**config.mk**
```make
export PLATFORM = sky130hd
export DESIGN_NAME = param_fifo
export DESIGN_NICKNAME = d
export VERILOG_FILES = /design/src/rtl/param_fifo.sv
export SDC_FILE = /design/constraint.sdc
export NUM_CORES = 1
export LEC_CHECK = 0
export BUFFER_PORTS_ARGS = -buffer_cell sky130_fd_sc_hd__buf_2
export CAP_MARGIN = 0
export CELL_PAD_IN_SITES_DETAIL_PLACEMENT = 1
export CELL_PAD_IN_SITES_GLOBAL_PLACEMENT = 2
export CORE_ASPECT_RATIO = 1.25
export CORE_MARGIN = 5
export CORE_UTILIZATION = 44
export CTS_CLUSTER_SIZE = 28
export DETAILED_ROUTE_END_ITERATION = 6
export PLACE_DENSITY = 0.76
export SKIP_LAST_GASP = 1
export SLEW_MARGIN = 10
export SYNTH_ARGS = -nofsm -noshare
export SYNTH_HDL_FRONTEND = slang
export SYNTH_SLANG_ARGS = --single-unit
```
**constraint.sdc**
```tcl
create_clock -name clk -period 2.3 [get_ports clk]
set_input_delay 0.345 -clock clk [delete_from_list [all_inputs] [get_ports clk]]
set_output_delay 0.345 -clock clk [all_outputs]
set_load 0.02 [all_outputs]
```
**src/rtl/param_fifo.sv**
```systemverilog
// Parameterised synchronous FIFO with occupancy FSM, threshold flags and error reporting.
// Define PARAM_FIFO_STICKY_ERR_EN to hold overflow/underflow high until reset instead of pulsing them.
module param_fifo #(
  parameter int DATA_WIDTH = 8,
  parameter int ADDR_WIDTH = 4,
  parameter int AF_THRESH  = (1 << ADDR_WIDTH) - 1,
  parameter int AE_THRESH  = 1
) (
  input  logic                  clk,
  input  logic                  reset,
  input  logic                  write,
  input  logic [DATA_WIDTH-1:0] wdata,
  input  logic                  read,
  output logic [DATA_WIDTH-1:0] rdata,
  output logic                  rd_valid,
  output logic                  empty,
  output logic                  full,
  output logic                  almost_full,
  output logic                  almost_empty,
  output logic [ADDR_WIDTH:0]   count,
  output logic                  overflow,
  output logic                  underflow
);

  localparam int DEPTH = 1 << ADDR_WIDTH;
  localparam logic [ADDR_WIDTH:0] CNT_ONE  = (ADDR_WIDTH+1)'(1);
  localparam logic [ADDR_WIDTH:0] CNT_TOP  = (ADDR_WIDTH+1)'(DEPTH - 1);
  localparam logic [ADDR_WIDTH:0] AF_LEVEL = (ADDR_WIDTH+1)'(AF_THRESH);
  localparam logic [ADDR_WIDTH:0] AE_LEVEL = (ADDR_WIDTH+1)'(AE_THRESH);

  typedef enum logic [1:0] {S_EMPTY, S_PARTIAL, S_FULL} state_t;

  state_t                state_q, state_d;
  logic [ADDR_WIDTH-1:0] wr_ptr_q, wr_ptr_d;
  logic [ADDR_WIDTH-1:0] rd_ptr_q, rd_ptr_d;
  logic [ADDR_WIDTH:0]   count_q, count_d;
  logic [DATA_WIDTH-1:0] rdata_q, rdata_d;
  logic                  rd_valid_q, rd_valid_d;
  logic                  overflow_q, overflow_d;
  logic                  underflow_q, underflow_d;
  logic [DATA_WIDTH-1:0] mem_q [DEPTH];

  logic is_empty, is_full;
  logic wr_accept, rd_accept;
  logic ovf_evt, unf_evt;

  assign is_empty = (state_q == S_EMPTY);
  assign is_full  = (state_q == S_FULL);

  // A write while full is still taken when a same-cycle read frees a slot;
  // a read while empty is never served from the incoming write.
  always_comb begin
    rd_accept = read && !is_empty;
    wr_accept = write && (!is_full || rd_accept);
    ovf_evt   = write && is_full && !read;
    unf_evt   = read && is_empty && !write;
  end

  always_comb begin
    wr_ptr_d    = wr_ptr_q;
    rd_ptr_d    = rd_ptr_q;
    count_d     = count_q;
    rdata_d     = rdata_q;
    rd_valid_d  = rd_accept;
    if (wr_accept) wr_ptr_d = wr_ptr_q + 1'b1;
    if (rd_accept) begin
      rd_ptr_d = rd_ptr_q + 1'b1;
      rdata_d  = mem_q[rd_ptr_q];
    end
    if (wr_accept && !rd_accept)      count_d = count_q + 1'b1;
    else if (rd_accept && !wr_accept) count_d = count_q - 1'b1;
`ifdef PARAM_FIFO_STICKY_ERR_EN
    overflow_d  = overflow_q | ovf_evt;
    underflow_d = underflow_q | unf_evt;
`else
    overflow_d  = ovf_evt;
    underflow_d = unf_evt;
`endif
  end

  always_comb begin
    state_d = state_q;
    unique case (state_q)
      S_EMPTY:   if (wr_accept) state_d = S_PARTIAL;
      S_PARTIAL: begin
        if (wr_accept && !rd_accept && count_q == CNT_TOP)      state_d = S_FULL;
        else if (rd_accept && !wr_accept && count_q == CNT_ONE) state_d = S_EMPTY;
      end
      S_FULL:    if (rd_accept && !wr_accept) state_d = S_PARTIAL;
      default:   state_d = S_EMPTY;
    endcase
  end

  always_ff @(posedge clk) begin
    if (reset) begin
      state_q     <= S_EMPTY;
      wr_ptr_q    <= '0;
      rd_ptr_q    <= '0;
      count_q     <= '0;
      rdata_q     <= '0;
      rd_valid_q  <= 1'b0;
      overflow_q  <= 1'b0;
      underflow_q <= 1'b0;
    end else begin
      state_q     <= state_d;
      wr_ptr_q    <= wr_ptr_d;
      rd_ptr_q    <= rd_ptr_d;
      count_q     <= count_d;
      rdata_q     <= rdata_d;
      rd_valid_q  <= rd_valid_d;
      overflow_q  <= overflow_d;
      underflow_q <= underflow_d;
    end
  end

  // Storage has no reset; contents are unreachable once the pointers clear.
  always_ff @(posedge clk) begin
    if (!reset && wr_accept) mem_q[wr_ptr_q] <= wdata;
  end

  assign rdata        = rdata_q;
  assign rd_valid     = rd_valid_q;
  assign empty        = is_empty;
  assign full         = is_full;
  assign count        = count_q;
  assign almost_full  = (count_q >= AF_LEVEL);
  assign almost_empty = (count_q <= AE_LEVEL);
  assign overflow     = overflow_q;
  assign underflow    = underflow_q;

endmodule

```
; ---- Yosys cells after proc, flatten, opt, wreduce, memory -nomap -nowiden
; Memories as Yosys holds them, arrays and structs flattened. A register that Yosys moved wholly into a read port is not among the register bits.
; Cells that the tools add are included.
[op_classes]
n_addsub = 4
multipliers = 0
div = 0
n_lt_le_gt_ge = 2
n_eq_ne = 7
shift = 0
muxes = 9
bitwise_logic = 0
n_reduce_logical = 22
[op_table]
columns = op, n
row1 = logical AND 1 bit, 11
row2 = 2-to-1 mux 5 bit, 2
row3 = adder 4 x 1 -> 4 bit (second input constant), 2
row4 = 2-to-1 mux 2 bit, 4
row5 = zero test 1 bit, 7
row6 = case mux 2 bit (3 select lines), 1
row7 = adder 5 x 1 -> 5 bit (second input constant), 1
row8 = equality test 5 x 1 -> 1 bit (second input constant), 1
row9 = equality test 5 x 4 -> 1 bit (second input constant), 1
row10 = greater-or-equal comparator 5 x 4 -> 1 bit (second input constant), 1
row11 = <= comparator 5 x 1 -> 1 bit (second input constant), 1
row12 = subtractor 5 x 1 -> 5 bit (second input constant), 1
row13 = != test 2 x 1 -> 1 bit (second input constant), 2
row14 = != test 3 bit (second input constant), 1
row15 = AND reduction 3 bit, 1
row16 = equality test 2 x 1 -> 1 bit (second input constant), 1
row17 = equality test 2 bit (second input constant), 1
row18 = zero test 2 bit, 1
row19 = 2-to-1 mux 1 bit, 2
row20 = nonzero test 2 bit, 1
row21 = logical OR 1 bit, 1
[totals]
regBits = 18
latchBits = 0
ram_bits = 128
mem_bits_ro = 0
in_bits = 12
out_inout_bits = 20
wordCells = 52
mem_count = 1
[mem_list]
columns = name, words, width, rd, rd_clocked_by_memory_dff, wr, line_no
row1 = mem_q, 16, 8, 1, 1, 1, 41  ; logic [DATA_WIDTH-1:0] mem_q [DEPTH];

; ---- Depth between registers and ports, before layout
; Gate-level depths: netlist of run 1.
[depth]
word_depth = 11
depth_mapped = 8
ltp_nobuf = 6

; ---- Worst setup path after synthesis of run 1
; No wires, ideal clock.
[synth_timing]
path_kind = in2reg
startpoint = input port read
endpoint = memory mem_q[0][0] (enable)
arrival_time_ps = 1721
t_required_ps = 1917
slack_ps = 196
cell_stages = 5
n_path_buf = 1
cell_sequence = clkbuf_1 -> nor3b_1 -> nor3_1 -> nand2_1 -> nor3_1
[synth_via]
elab_chain_len = 6
[synth_lines]
columns = item, line_no
row1 = from (decl), 13  ; input logic read,
row2 = logical AND 1 bit, 53  ; rd_accept = read && !is_empty;
row3 = logical OR 1 bit, 54  ; wr_accept = write && (!is_full || rd_accept);
row4 = logical AND 1 bit, 54
row5 = logical AND 1 bit, 118  ; if (!reset && wr_accept) mem_q[wr_ptr_q] <= wdata;
row6 = 2-to-1 mux 1 bit, 118
row7 = 2-to-1 mux 1 bit (implied by the code), 118
row8 = to (decl), 41
; No other way between the ends.

; ---- Final worst setup path of run 1
[layout_timing]
startpoint = register count_q[0] (netlist: count[0])
endpoint = output port almost_full
[layout_via]
elab_chain_len = 1
[layout_lines]
columns = item, line_no
row1 = from (decl), 36  ; logic [ADDR_WIDTH:0] count_q, count_d;
row2 = from (signal assigned), 108  ; count_q <= count_d;
row3 = greater-or-equal comparator 5 x 4 -> 1 bit, 126  ; assign almost_full = (count_q >= AF_LEVEL);
row4 = to (decl), 18  ; output logic almost_full,
; No other way between the ends.

==> metrics.md, run 1 <==
| Metric | Value |
|---|---|
| Drt wl/cell | `22.33 um` |
| Tmin final | `about 2100 ps` |
| Setup TNS | `0 ps` |
| Final hold vios | `0` |
| DRT iter0 DRCs | `approximately 290` |
| Yosys reg bits | `~150` |
| Nets | `469` |
| Placement Rows | `48` |
| Clock latency on the worst-skew pair | `between 400 and 500 ps` |
| Chip height | `approximately 140 um` |
| Root Buffer | `clkbuf_16` |
| Vias in the first global route | `between 3000 and 4000` |
| Mapped Nets | `a little over 400` |
| Status | `finished clean` |
| Post-synth EDFFs | `128` |
| DRT Pass-1 Iters | `4` |
| Area contributors post-synth | `edfxtp_1 (61%), dfxtp_1 (8.3%), mux4_2 (5.7%)` |
| Synth warn | `0` |
| Period utilization | `0.9328` |
| CP endpoint kind | `output pin` |
| Worst slew pin tran | `between 500 and 600 ps` |
| First-pass GRT wire length | `around 22000 um` |
| Unrepaired setup endpoints after global routing | `no` |
| Max Slew Vio Count | `0` |
| Area growth syn-to-layout | `17.52%` |
| Rel. slew slack | `0.6162` |
| Core ar. | `between 0.01 and 0.015 mm2` |
| Largest net degree at the start of global routing | `33` |
| Post-cts hold buffer count | `0` |
| FFs w/ async S/R, synth | `0` |
| Setup-failing EPs final | `0` |
| Critical Path RT | `roughly 2000 ps` |
| Antenna viol nets, final | `0` |
| Highest clock rate | `466.1 MHz` |
| Top-area cell type share of the netlist area | `0.6110` |
| Leading area contributor after synthesis | `edfxtp_1` |
| Initial Util | `0.4515` |
| Detail Placement HPWL | `slightly below 10000 um` |
| Placed insts | `between 600 and 700` |
| Crit path launch type | `flip-flop` |
| Number of buffers created by CTS | `17` |
| Via density | `5.523` |
| Leakage power | `approximately 0.0025 uW` |
| Pwr dens | `roughly 850 mW/mm2` |
| H-tree level count | `4` |
| Count of cell types in the netlist | `43` |
| Worst vdd rail ir drop | `between 0.6 and 0.7 mV` |
| PostCTS Resize Cnt | `0` |
| WL final | `14230 um` |
| Syn_area_per_cell | `roughly 16 um2` |
| CTS tree | `yes` |
| Share of cells above drive strength 1 | `0.2711` |
| Via total after detailed routing | `approximately 3500` |
| GRT Total Usage | `0.1859` |
| Die X | `117.0 um` |
| Postcts setup bufs | `0` |
| Crit Path Max Fanout | `8` |
| Max clock buf depth | `2` |
| Register area share after synthesis | `0.6937` |
| DP Area | `between 0.006 and 0.007 mm2` |
| Grt ovf | `0` |
| Synth Cell Area | `approximately 0.0063 mm2` |
| FILL cells | `between 1000 and 1500` |
| Post-route cell area | `about 0.0074 mm2` |
| Clock Skews | `8.823 ps` |
| Placer Congestion | `about 0.79` |
| Fin cells | `around 640` |
| Most frequent cells in the layout | `edfxtp_1 (128), nor2_1 (34), buf_2 (31), buf_4 (28), dfxtp_1 (25)` |
| Crit path DAT | `1800 ps` |
| Worst-path clk slew | `approximately 60 ps` |
| Critical path class | `flip-flop to output pin` |
| Mapped Cells | `slightly below 400` |
| DRC viols | `0` |
| Die ar. | `around 0.017 mm2` |
| Setup slack, reg-to-reg | `roughly 270 ps` |
| Io pins | `32` |
| Ys flop type | `edfxtp_1` |
| Initial antenna violation count | `1` |
| Hold WC Path Type | `primary input to flip-flop` |
| IO buf count | `31` |
| Maxcap violations | `0` |
| Most common cell after layout, fill and taps aside | `edfxtp_1` |
| CTS sink count | `between 150 and 200` |
registers in the layout, summed over array words and instances, names as in the netlist:
signal	count
count	5
mem_q	128
overflow	1
rd_ptr_q	4
rd_valid	1
rdata	8
state_q	2
underflow	1
wr_ptr_q	4
Yosys cell counts, types with 2 or more instances:
cell type,instances
dfxtp_1,26
nand2b_1,5
xor2_1,4
a21oi_1,6
nor2_1,34
mux2i_1,13
ha_1,9
nor3_1,15
and3_1,3
o21ai_0,4
o21a_1,2
nor2b_1,4
nand3_1,7
o2111ai_1,4
mux4_2,16
o211ai_1,4
a221o_1,5
nand2_1,21
buf_4,3
nand4_1,3
o22ai_1,5
clkbuf_1,9
xnor2_1,4
buf_2,5
edfxtp_1,128
a41oi_1,2
mux2_2,14
mux4_1,8
inv_1,11
routing by layer:
layer  part of all wire  vias to the layer above  GRT usage
met1               0.44                     1785     0.2429
met4              0.016                        0    0.06582
met2               0.50                       82     0.3009
met5                  0                        -          0
met3              0.047                       21    0.04844
li1                   -                     1630          -
report_power, final:
| part | internal, uW | total, uW | switching, uW |
|---|---|---|---|
| Clock | 1700 | 2780 | 1090 |
| Sequential | 3060 | 3110 | 47.4 |
| Combinational | 142 | 369 | 227 |
path summary, 6_finish.rpt:
kind | depth (start not counted) | endpoint | start
setup reg to reg | 5 | mem_q[9][3] | state_q[0]
setup / recovery | 6 | almost_full | count[0]
hold reg to reg | 2 | rdata[3] | rdata[3]
hold / removal | 2 | count[0] | reset
per-stage QoR:
stage               power [uW]  hold slack (ps)  setup slack [ps]  utilization
global route              6503            256.6             72.55       0.5304
global placement          3530            462.6             167.0       0.4881
floorplan                 3386            443.9             195.9            -
finish                    6261            266.1             154.7       0.5306
CTS                       6311            243.3             70.24       0.5301
detailed placement        3542            472.0             68.74       0.4881
critical path: stages, from the launching register on:
cell     delay, ps
dfxtp_1        490
ha_1           220
and3_1         170
ha_1           230
nor2_1          60
nand2_1         60
buf_2          160
layout make-up:
class / count / area [um2] / share of cell area
Clock buffer: 19 / 432.9 / 0.05855
Tap cell: 175 / 219.0 / 0.02962
Clock inverter: 13 / 152.6 / 0.02065
Antenna cell: 1 / 2.502 / 0.0003385
Multi-Input combinational cell: 203 / 1774 / 0.2400
Timing Repair Buffer: 61 / 405.4 / 0.05483
Inverter: 11 / 41.29 / 0.005585
Sequential cell: 154 / 4365 / 0.5905
kinds of logic after synthesis:
logic type                 share of synthesized area
DFF                                           0.6937
and+or+nand+nor                              0.07100
muxes                                         0.1364
AOI/OAI and AO/OA                            0.04475
buffers and inverters                        0.02506
adders and majority gates                    0.01790
xor gates and xnor gates                     0.01114
(Power assumes the default switching activity.)
==> run 2, diff against run 1 <==
--- a/config.mk
+++ b/config.mk
@@ -5,16 +5,17 @@
 export SDC_FILE = /design/constraint.sdc
 export NUM_CORES = 1
 export LEC_CHECK = 0
+export ABC_AREA = 1
 export BUFFER_PORTS_ARGS = -buffer_cell sky130_fd_sc_hd__buf_2
 export CAP_MARGIN = 0
 export CELL_PAD_IN_SITES_DETAIL_PLACEMENT = 1
 export CELL_PAD_IN_SITES_GLOBAL_PLACEMENT = 2
 export CORE_ASPECT_RATIO = 1.25
 export CORE_MARGIN = 5
-export CORE_UTILIZATION = 44
+export CORE_UTILIZATION = 40
 export CTS_CLUSTER_SIZE = 28
 export DETAILED_ROUTE_END_ITERATION = 6
-export PLACE_DENSITY = 0.76
+export PLACE_DENSITY = 0.79
 export SKIP_LAST_GASP = 1
 export SLEW_MARGIN = 10
 export SYNTH_ARGS = -nofsm -noshare
==> metrics.md, run 2 <==
| Metric | Value |
|---|---|
| Share of cells above drive strength 1 | `0.1498 (-0.1213)` |
| Worst-path cell chain | `ha_1, nand2_1, nor2_1, ha_1, nor2_1, o21ai_0, buf_2` |
| Crit path launch type | `flip-flop` |
| Yosys reg bits | `154 (unchanged)` |
| Maxcap violations | `0 (unchanged)` |
| Max clock buf depth | `2 (unchanged)` |
| Antenna fix cells | `0 (-1)` |
| Tmin final | `2095 ps (-50.30 ps)` |
| Drt wl/cell | `18.50 um (-17%)` |
| GRT Total Usage | `0.1902 (+0.004310)` |
| Critical Path RT | `1960 ps (about the same)` |
| Reg2Reg Depth | `9 (+4)` |
| Highest clock rate | `477.3 MHz (+2.4%)` |
| Largest net degree at the start of global routing | `35 (+6.1%)` |
| Clock Skews | `7.002 ps (-1.821 ps)` |
| Core ar. | `0.01684 mm2 (+21%)` |
| Crit path max-delay family | `flip-flops` |
| Antenna viol nets, final | `0 (unchanged)` |
| Buffer and inverter count on the worst path | `1 (unchanged)` |
| CP endpoint kind | `output pin` |
| Detail Placement HPWL | `12410 um (+29%)` |
| DRT iter0 DRCs | `264 (-8.3%)` |
| FILL cells | `1924 (+44%)` |
| Rel. slew slack | `0.5254 (-0.09080)` |
| CP max stage delay | `430 ps (-60 ps)` |
| Post-layout util | `0.4713 (-0.05937)` |
| Worst-path clk slew | `60 ps (about the same)` |
| Hold_sp | `write` |
| Chip height | `156.2 um (+8.7%)` |
| Pwr dens | `851.0 mW/mm2 (+0.50%)` |
| Critical path class | `flip-flop to output pin` |
| Most numerous cell in the Yosys netlist | `nand2_1` |
| Post-cts hold buffer count | `0 (unchanged)` |
| Crit Path Max Fanout | `7 (-1)` |
| Placement Rows | `53 (+10%)` |
| Setup slack, reg-to-reg | `560 ps (+290 ps)` |
| FFs w/ async S/R, synth | `0 (unchanged)` |
| Grt ovf | `0 (unchanged)` |
| Post-synth EDFFs | `128 (unchanged)` |
| Worst vdd rail ir drop | `0.4997 mV (-21%)` |
| Min-Delay Endpoint | `overflow` |
| Crit path DAT | `1750 ps (-50 ps)` |
| Leading area contributor after synthesis | `edfxtp_1` |
| Worst slew pin tran | `710.9 ps (+137.3 ps)` |
| Period utilization | `0.9109 (-0.02187)` |
| Hold path depth | `3 (+1)` |
| PostCTS Resize Cnt | `0 (unchanged)` |
| Placer Congestion | `0.8509 (+7.9%)` |
| Number of buffers created by CTS | `17 (unchanged)` |
| Setup TNS | `0 ps (unchanged)` |
| Leakage power | `0.003391 uW (+34%)` |
| First-pass GRT wire length | `28220 um (+27%)` |
| Io pins | `32 (unchanged)` |
| Mapped Nets | `723 (+77%)` |
| Setup-failing EPs final | `0 (unchanged)` |
| Clock network power share | `0.450 (+0.006)` |
| Combinational share of power | `0.090 (+0.031)` |
| CTS sink count | `154 (unchanged)` |
| Syn_area_per_cell | `9.739 um2 (-40%)` |
| RR Endpoint | `mem_q[2][4]` |
| H-tree level count | `4 (unchanged)` |
| Psw | `1584 uW (+16%)` |
| CTS tree | `yes` |
| Number of flip-flops under the largest register name | `128 (unchanged)` |
| Most frequent cells in the layout | `nand2_1 (223), edfxtp_1 (128), nand3_1 (97), inv_1 (87), nor2_1 (43)` |
| Initial Util | `0.4059 (-0.04563)` |
| Final hold vios | `0 (unchanged)` |
| Hold WC Path Type | `primary input to flip-flop` |
| Worst flop-to-flop path startpoint | `state_q[0]` |
| IO buf count | `31 (unchanged)` |
| Root Buffer | `clkbuf_16` |
| Slowest-stage cell, CP | `dfxtp_1` |
| Most frequent cells after synthesis | `nand2_1 (223), edfxtp_1 (128), nand3_1 (97)` |
| Die ar. | `0.01982 mm2 (+18%)` |
| Top-area cell type share of the netlist area | `0.5622 (-0.04875)` |
| Sw frac | `0.2345 (+0.01707)` |
| Synth warn | `0 (unchanged)` |
| Postcts setup bufs | `0 (unchanged)` |
| Nets | `769 (+64%)` |
| Status | `finished clean` |
| Reg power frac | `0.460 (-0.037)` |
| DRC viols | `0 (unchanged)` |
| Unrepaired setup endpoints after global routing | `no` |
| Die X | `126.9 um (+8.5%)` |
| Clock latency on the worst-skew pair | `430 ps (about the same)` |
| Via total after detailed routing | `4826 (+37%)` |
| WL final | `18150 um (+28%)` |
| Initial antenna violation count | `0 (-1)` |
| Ys flop type | `edfxtp_1` |
| Via density | `4.919 (-11%)` |
| Area contributors post-synth | `edfxtp_1 (56%), nand2_1 (12%), dfxtp_1 (7.6%)` |
| Most common cell after layout, fill and taps aside | `nand2_1` |
| DRT Pass-1 Iters | `4 (unchanged)` |
| Mapped Cells | `702 (+81%)` |
| Max Slew Vio Count | `0 (unchanged)` |
| Area growth syn-to-layout | `16.11%` |
| Register area share after synthesis | `0.6384 (-0.05536)` |
| Biggest register | `mem_q` |
| Vias in the first global route | `5056 (+33%)` |
| Synth Cell Area | `0.006837 mm2 (+8.7%)` |
| Count of cell types in the netlist | `31 (-28%)` |
| Internal | `5171 uW (+5.5%)` |
-- run 2: routing by layer --
metal,GRT usage,vias up,routed length [um]
met4,0.07818,0,463
met5,0,-,0
li1,-,2358,-
met3,0.04075,29,768
met2,0.3360,89,9310
met1,0.2245,2350,7609
-- run 2: worst max-delay path by stage --
stage,cells past startpoint,from,end
6_report,7,count[0],almost_full
3_5_place_dp,10,read,mem_q[5][7]
3_3_place_gp,10,read,mem_q[3][2]
2_1_floorplan,8,state_q[0],mem_q[0][0]
5_1_grt,7,count[0],almost_full
4_1_cts,7,count[0],almost_full
-- run 2: logic make-up (layout without fill, tap and decap cells) --
family	after synthesis	after routing	synth area share
AOI/OAI and AO/OA	28	28	0.02453
adders and majority gates	9	9	0.01647
and+or+nand+nor	377	377	0.2333
buffers and inverters	128	187	0.07961
xor gates and xnor gates	6	6	0.007687
DFF	154	154	0.6384
-- run 2: final cells by class --
class / instances / area (um2) / share of cell area
Clock buffer: 18 / 429.2 / 0.05407
Timing Repair Buffer: 57 / 350.3 / 0.04414
Clock inverter: 14 / 220.2 / 0.02774
Inverter: 98 / 369.1 / 0.04650
Multi-Input combinational cell: 420 / 1928 / 0.2429
Sequential cell: 154 / 4365 / 0.5500
Tap cell: 220 / 275.3 / 0.03468
-- run 2: power groups by stage --
| stage | Combinational [uW] | Sequential (uW) | Clock (uW) |
|---|---|---|---|
| finish | 608 | 3110 | 3040 |
| global route | 674 | 3110 | 3240 |
| CTS | 617 | 3110 | 3110 |
| detailed placement | 614 | 3170 | 0 |
| global placement | 604 | 3160 | 0 |
| floorplan | 374 | 3180 | 0 |
-- run 2: through the flow --
step / instances / power [uW] / cell area [um2] / setup slack (ps) / hold WS [ps]
2_1_floorplan: 702 / 3554 / 6837 / 579.0 / 443.9
3_3_place_gp: 949 / 3766 / 7288 / 566.9 / 504.8
3_5_place_dp: 949 / 3780 / 7288 / 558.5 / 520.5
4_1_cts: 981 / 6836 / 7938 / 174.2 / 211.2
5_1_grt: 981 / 7022 / 7938 / 36.61 / 241.8
6_report: 981 / 6755 / 7938 / 205.0 / 232.4
-- run 2: worst reg2reg max path: cells and delay by family (launching register included) --
family,cells,cell delay (ps)
buffers and inverters,3,400
flip-flops,1,460
AND/OR/NAND/NOR,6,590
